File: src/rtl/reg_sched_pkg.sv
`default_nettype none
// ============================================================================
// Module      : reg_sched_pkg
// Description : Shared types and constants for the register-file write
//               scheduler (state encoding, default widths, register count).
// Revision    : 1.0 - initial release
// ============================================================================
package reg_sched_pkg;

  // Default data word width of the register file.
  localparam int DATA_WIDTH_DEFAULT  = 32;
  // Default register select width (32 architectural registers).
  localparam int SELECT_SIZE_DEFAULT = 5;
  // Number of architectural registers, x0..x31.
  localparam int REG_COUNT           = 32;

  // Scheduler state: normal writeback service or bulk clear of x1..x31.
  typedef enum logic [0:0] {
    ST_RUN   = 1'b0,
    ST_CLEAR = 1'b1
  } sched_state_t;

endpackage : reg_sched_pkg
`default_nettype wire

File: src/rtl/rr_arbiter2.sv
`default_nettype none
// ============================================================================
// Module      : rr_arbiter2
// Description : Two-input round-robin arbiter. Grant is combinational from
//               the requests and a registered last-grant pointer; the pointer
//               moves only when the grant is actually taken.
// Revision    : 1.0 - initial release
// ============================================================================
module rr_arbiter2 (
  input  logic       clk_i,
  input  logic       rst_i,
  input  logic [1:0] req_i,
  input  logic       enable_i,
  output logic [1:0] grant_o
);

  // 1 when port 1 was granted last, so port 0 wins the next tie.
  logic r_last;

  // Grant the sole requester, or on a tie the port that did not win last.
  always_comb begin
    grant_o = req_i;
    if (req_i == 2'b11) begin
      grant_o = r_last ? 2'b01 : 2'b10;
    end
  end

  // Remember the winner whenever a grant is consumed.
  always_ff @(posedge clk_i) begin
    if (rst_i) begin
      r_last <= 1'b1;
    end else if (enable_i && (req_i != 2'b00)) begin
      r_last <= grant_o[1];
    end
  end

endmodule : rr_arbiter2
`default_nettype wire

File: src/rtl/reg_file_write_sched.sv
`default_nettype none
// ============================================================================
// Module      : reg_file_write_sched
// Description : Schedules two writeback requesters (ALU, load) onto a single
//               register-file write port, one write per cycle, and runs a
//               bulk clear of x1..x31 on request. x0 is never written.
// Revision    : 1.0 - initial release
// ============================================================================
module reg_file_write_sched
  import reg_sched_pkg::*;
#(
  parameter int DATA_WIDTH  = DATA_WIDTH_DEFAULT,
  parameter int SELECT_SIZE = SELECT_SIZE_DEFAULT
) (
  input  logic                   clk_i,
  input  logic                   rst_i,
  input  logic                   wb0_valid_i,
  input  logic [SELECT_SIZE-1:0] wb0_dst_i,
  input  logic [DATA_WIDTH-1:0]  wb0_data_i,
  output logic                   wb0_ready_o,
  input  logic                   wb1_valid_i,
  input  logic [SELECT_SIZE-1:0] wb1_dst_i,
  input  logic [DATA_WIDTH-1:0]  wb1_data_i,
  output logic                   wb1_ready_o,
  input  logic                   clear_i,
  output logic                   reg_we_n_o,
  output logic [SELECT_SIZE-1:0] reg_dst_o,
  output logic [DATA_WIDTH-1:0]  reg_data_o,
  output logic                   busy_o,
  output logic                   clear_done_o
);

  localparam logic [SELECT_SIZE-1:0] c_FIRST_INDEX = SELECT_SIZE'(1);
  localparam logic [SELECT_SIZE-1:0] c_LAST_INDEX  = SELECT_SIZE'(REG_COUNT - 1);
  localparam logic [SELECT_SIZE-1:0] c_ZERO_REG    = '0;

  sched_state_t            r_state;
  sched_state_t            w_state_next;
  logic [SELECT_SIZE-1:0]  r_index;
  logic [SELECT_SIZE-1:0]  w_index_next;
  logic                    r_we_n;
  logic                    w_we_n_next;
  logic [SELECT_SIZE-1:0]  r_dst;
  logic [SELECT_SIZE-1:0]  w_dst_next;
  logic [DATA_WIDTH-1:0]   r_data;
  logic [DATA_WIDTH-1:0]   w_data_next;
  logic                    r_done;
  logic                    w_done_next;

  logic                    w_enable;
  logic [1:0]              w_grant;
  logic                    w_accept;
  logic [SELECT_SIZE-1:0]  w_sel_dst;
  logic [DATA_WIDTH-1:0]   w_sel_data;

  // Requests are serviceable only in RUN with no clear pending and no reset,
  // so a clear or reset in the same cycle always beats a writeback.
  assign w_enable = (r_state == ST_RUN) && !clear_i && !rst_i;

  rr_arbiter2 u_arb (
    .clk_i    (clk_i),
    .rst_i    (rst_i),
    .req_i    ({wb1_valid_i, wb0_valid_i}),
    .enable_i (w_enable),
    .grant_o  (w_grant)
  );

  assign wb0_ready_o = w_enable && w_grant[0];
  assign wb1_ready_o = w_enable && w_grant[1];
  assign w_accept    = wb0_ready_o || wb1_ready_o;
  assign w_sel_dst   = w_grant[1] ? wb1_dst_i  : wb0_dst_i;
  assign w_sel_data  = w_grant[1] ? wb1_data_i : wb0_data_i;

  // Next-state and next-output decode; strobe defaults to idle, address and
  // data hold their last values so the register file bus stays quiet.
  always_comb begin
    w_state_next = r_state;
    w_index_next = r_index;
    w_we_n_next  = 1'b1;
    w_dst_next   = r_dst;
    w_data_next  = r_data;
    w_done_next  = 1'b0;
    unique case (r_state)
      ST_RUN: begin
        if (clear_i) begin
          w_state_next = ST_CLEAR;
          w_index_next = c_FIRST_INDEX;
        end else if (w_accept) begin
          w_dst_next  = w_sel_dst;
          w_data_next = w_sel_data;
          // A write to x0 is accepted but never strobed.
          w_we_n_next = (w_sel_dst == c_ZERO_REG);
        end
      end
      ST_CLEAR: begin
        w_dst_next  = r_index;
        w_data_next = '0;
        w_we_n_next = 1'b0;
        if (r_index == c_LAST_INDEX) begin
          w_state_next = ST_RUN;
          w_index_next = c_FIRST_INDEX;
          w_done_next  = 1'b1;
        end else begin
          w_index_next = r_index + c_FIRST_INDEX;
        end
      end
      default: begin
        w_state_next = ST_RUN;
      end
    endcase
  end

  // State and registered register-file bus; reset aborts any clear silently.
  always_ff @(posedge clk_i) begin
    if (rst_i) begin
      r_state <= ST_RUN;
      r_index <= c_FIRST_INDEX;
      r_we_n  <= 1'b1;
      r_dst   <= '0;
      r_data  <= '0;
      r_done  <= 1'b0;
    end else begin
      r_state <= w_state_next;
      r_index <= w_index_next;
      r_we_n  <= w_we_n_next;
      r_dst   <= w_dst_next;
      r_data  <= w_data_next;
      r_done  <= w_done_next;
    end
  end

  assign reg_we_n_o   = r_we_n;
  assign reg_dst_o    = r_dst;
  assign reg_data_o   = r_data;
  assign busy_o       = (r_state == ST_CLEAR);
  assign clear_done_o = r_done;

endmodule : reg_file_write_sched
`default_nettype wire

File: config.mk
export PLATFORM = sky130hd
export DESIGN_NAME = reg_file_write_sched
export DESIGN_NICKNAME = d
export VERILOG_FILES = /design/src/rtl/reg_sched_pkg.sv /design/src/rtl/rr_arbiter2.sv /design/src/rtl/reg_file_write_sched.sv
export SDC_FILE = /design/constraint.sdc
export NUM_CORES = 1
export LEC_CHECK = 0
export ABC_AREA = 1
export BUFFER_PORTS_ARGS = -buffer_cell sky130_fd_sc_hd__clkbuf_2
export CORE_ASPECT_RATIO = 0.8
export CORE_MARGIN = 2
export CORE_UTILIZATION = 30
export CTS_CLUSTER_DIAMETER = 50
export CTS_CLUSTER_SIZE = 24
export DETAILED_ROUTE_END_ITERATION = 10
export PLACE_DENSITY = 0.58
export SYNTH_ARGS = -nofsm -noshare
export SYNTH_HDL_FRONTEND = slang
export SYNTH_SLANG_ARGS = --single-unit
File: constraint.sdc
create_clock -name clk_i -period 1.8 [get_ports clk_i]
set_input_delay 0.18 -clock clk_i [delete_from_list [all_inputs] [get_ports clk_i]]
set_output_delay 0.18 -clock clk_i [all_outputs]
set_load 0.02 [all_outputs]
==> flow_metrics.tcl <==
set metrics [dict create \
    grt_overflow_total 0 \
    ff2ff_path_depth 4 \
    r2r-start "busy_o" \
    rsz0062_at_grt "false" \
    synth_edf_count 0 \
    critPathLaunch "busy_o" \
    worstPathMaxFanout 4 \
    dp_hpwl_mm 5.010 \
    reg2reg_slack_ns 0.33 \
    wl_per_cell_um 12.08 \
    cts_max_path_buffers 2 \
    diodes 0 \
    cp.required_ns 1.62 \
    grt.total_usage_pct 15.48 \
    yosys_warnings 0 \
    r2r-end "reg_data_o[0]" \
    routed_wl_mm 6.778 \
    final_cell_mix "147 x nand2_1, 120 x clkbuf_2, 56 x nand3_1, 46 x dfxtp_1, 26 x a21oi_1" \
    worstMarginPinSlew_ns 0.5578 \
    min_period_over_period_pct 90.90 \
    start_util_pct 31.38 \
    nNetsFinal 538 \
    cts_tree "built" \
    synth-main-ff-cell "dfxtp_1" \
    min_period_ns 1.636 \
    fmax_mhz 611.2 \
    vias 2529 \
    clock-skew-final_ns 0.002150 \
    status "finished clean" \
    netlist_area_um2 2364 \
    endpoint "wb0_ready_o" \
    grt_pass1_vias 2388 \
    die_w_um 103.2 \
    setup_viol 0 \
    die_h_um 83.39 \
    synth_nets 427 \
    layout.core_utilization_pct 40.98 \
    drive_above_1_share_pct 33.33 \
    synth_async_sr_flop_share_pct 0 \
    slew_viol_final 0 \
    dpl-instance-area_um2 2999 \
    portBuffers 120 \
    critPathLaunchType "flop" \
    drt_iter0_drc 103 \
    clock-sinks 46 \
    grt_first_pass_wirelength_mm 10.77 \
    ys_ff_latch 46 \
    num_io_pins 121 \
    p_total_w 0.002125 \
    worstSetupPathType "reg -> out" \
    fp.coreArea_um2 7532 \
    rows 28 \
    syn2layout_area_growth_pct 30.60 \
    gp_congestion 0.7612 \
    power_leakage_nw 1.517 \
    cts_setup_buffers 0 \
    fin_setup_tns_ns 0 \
    root_buffer "clkbuf_8" \
    final_common_cell "nand2_1" \
    antenna_found_initial 0 \
    hold_violations 0 \
    drv_cap 0 \
    post_synth.cell_area_avg_um2 6.831 \
    htree_levels 2 \
    postRouteAntennaNets 0 \
    power.density_nw_per_um2 688.4 \
    vdd_drop_max_uv 249.2 \
    cts_buffers 5 \
    synth.distinct_cells 25 \
    relSlewSlack_pct 62.77 \
    hold_path_class "in -> reg" \
    worstSetupEndpointType "primary output" \
    grt_max_degree 41 \
    design_area_um2 3087 \
    drc_errors 0 \
    stdcell_count 561 \
    dp.cells 555 \
    vias_per_cell 4.508 \
    arrival_ns 1.46 \
    fp.dieArea_um2 8609 \
    worstSkewPairLatency_ns 0.28 \
    synth-seq-area-share_pct 38.96 \
    drtPass1Iterations 4 \
    clk_pin_slew_ns 0.08 \
    netlist_instances 346 \
]
==> power breakdown <==
group	leakage, nW	internal, W	total [W]	switching (W)
registers	0.374	0.00105	0.00108	0.0000238
clock network	0.0431	0.000296	0.000606	0.000310
logic	1.10	0.000173	0.000443	0.000270
==> worst min-delay path by stage <==
stage          cells past startpoint     startpoint             to
2_1_floorplan                      2          rst_i     r_index[0]
3_3_place_gp                       2  reg_data_o[2]  reg_data_o[2]
3_5_place_dp                       2  reg_data_o[4]  reg_data_o[4]
4_1_cts                            4        clear_i     r_index[2]
5_1_grt                            4        clear_i     r_index[2]
6_report                           4        clear_i     r_index[2]
==> flip-flops by register name, indices dropped and copies added, names as in the netlist <==
name / count
busy_o: 1
clear_done_o: 1
r_index: 5
reg_data_o: 32
reg_dst_o: 5
reg_we_n_o: 1
u_arb.r_last: 1
==> critical path, stage by stage, from the launching register on <==
cell and delay (ns):
dfxtp_1 0.37, nor2_2 0.21, inv_1 0.09, nor2_2 0.16, inv_1 0.09, nor2_1 0.09
clkbuf_2 0.17
==> cell families (layout without fill, tap and decap cells) <==
kind of cell             after synthesis  count (layout)  synth area share, %
AO/OA/AOI/OAI                         49              49                13.23
XOR/XNOR                               1               1               0.3706
adder cells (fa/ha/maj)                2               2                1.059
buffers and inverters                 34             144                8.894
flip-flops                            46              46                38.96
AND/OR/NAND/NOR                      214             214                37.48
==> synthesized netlist by cell type (2+ instances only) <==
cell | n | area share, %
nor2_1 | 8 | 1.3
inv_1 | 8 | 1.3
nand3_1 | 56 | 12
a31oi_1 | 4 | 1.1
o21ai_0 | 4 | 0.85
a32o_1 | 2 | 0.85
buf_4 | 5 | 1.6
dfxtp_1 | 46 | 39
ha_1 | 2 | 1.1
a21oi_1 | 26 | 5.5
a21oi_2 | 9 | 3.3
buf_6 | 6 | 2.9
buf_2 | 6 | 1.3
clkbuf_1 | 7 | 1.1
nand2_1 | 147 | 23
==> metrics by stage <==
stage / setup slack (ns) / hold WS (ns)
global placement: 0.2658 / 0.4699
finish: 0.1638 / 0.1943
CTS: 0.05557 / 0.1817
global route: 0.01283 / 0.1979
detailed placement: 0.2235 / 0.4763
floorplan: 0.3942 / 0.3562
==> layer usage <==
| metal | GRT usage, % | wire (um) | up-vias |
|---|---|---|---|
| li1 | - | - | 1347 |
| met1 | 19.57 | 3115 | 1093 |
| met2 | 25.62 | 3110 | 83 |
| met3 | 3.788 | 481 | 6 |
| met4 | 4.904 | 71 | 0 |
| met5 | 0 | 0 | - |
==> final cells by class <==
| cell class | count | area (um^2) |
|---|---|---|
| clock buffer | 6 | 82.58 |
| fill | 819 | 4446 |
| sequential | 46 | 920.9 |
| inverter | 9 | 33.78 |
| tap | 105 | 131.4 |
| multi-input combinational | 266 | 1237 |
| timing repair buffer | 129 | 680.7 |
==> what timing repair did <==
| action | in CTS | in global routing |
|---|---|---|
| endpoints found under the setup margin | 1 | 2 |
| pin swaps | 0 | 0 |
| hold buffers | 0 | 0 |
| gates resized for setup | 1 | 1 |
Note: power is estimated with default switching activity, not from simulation.
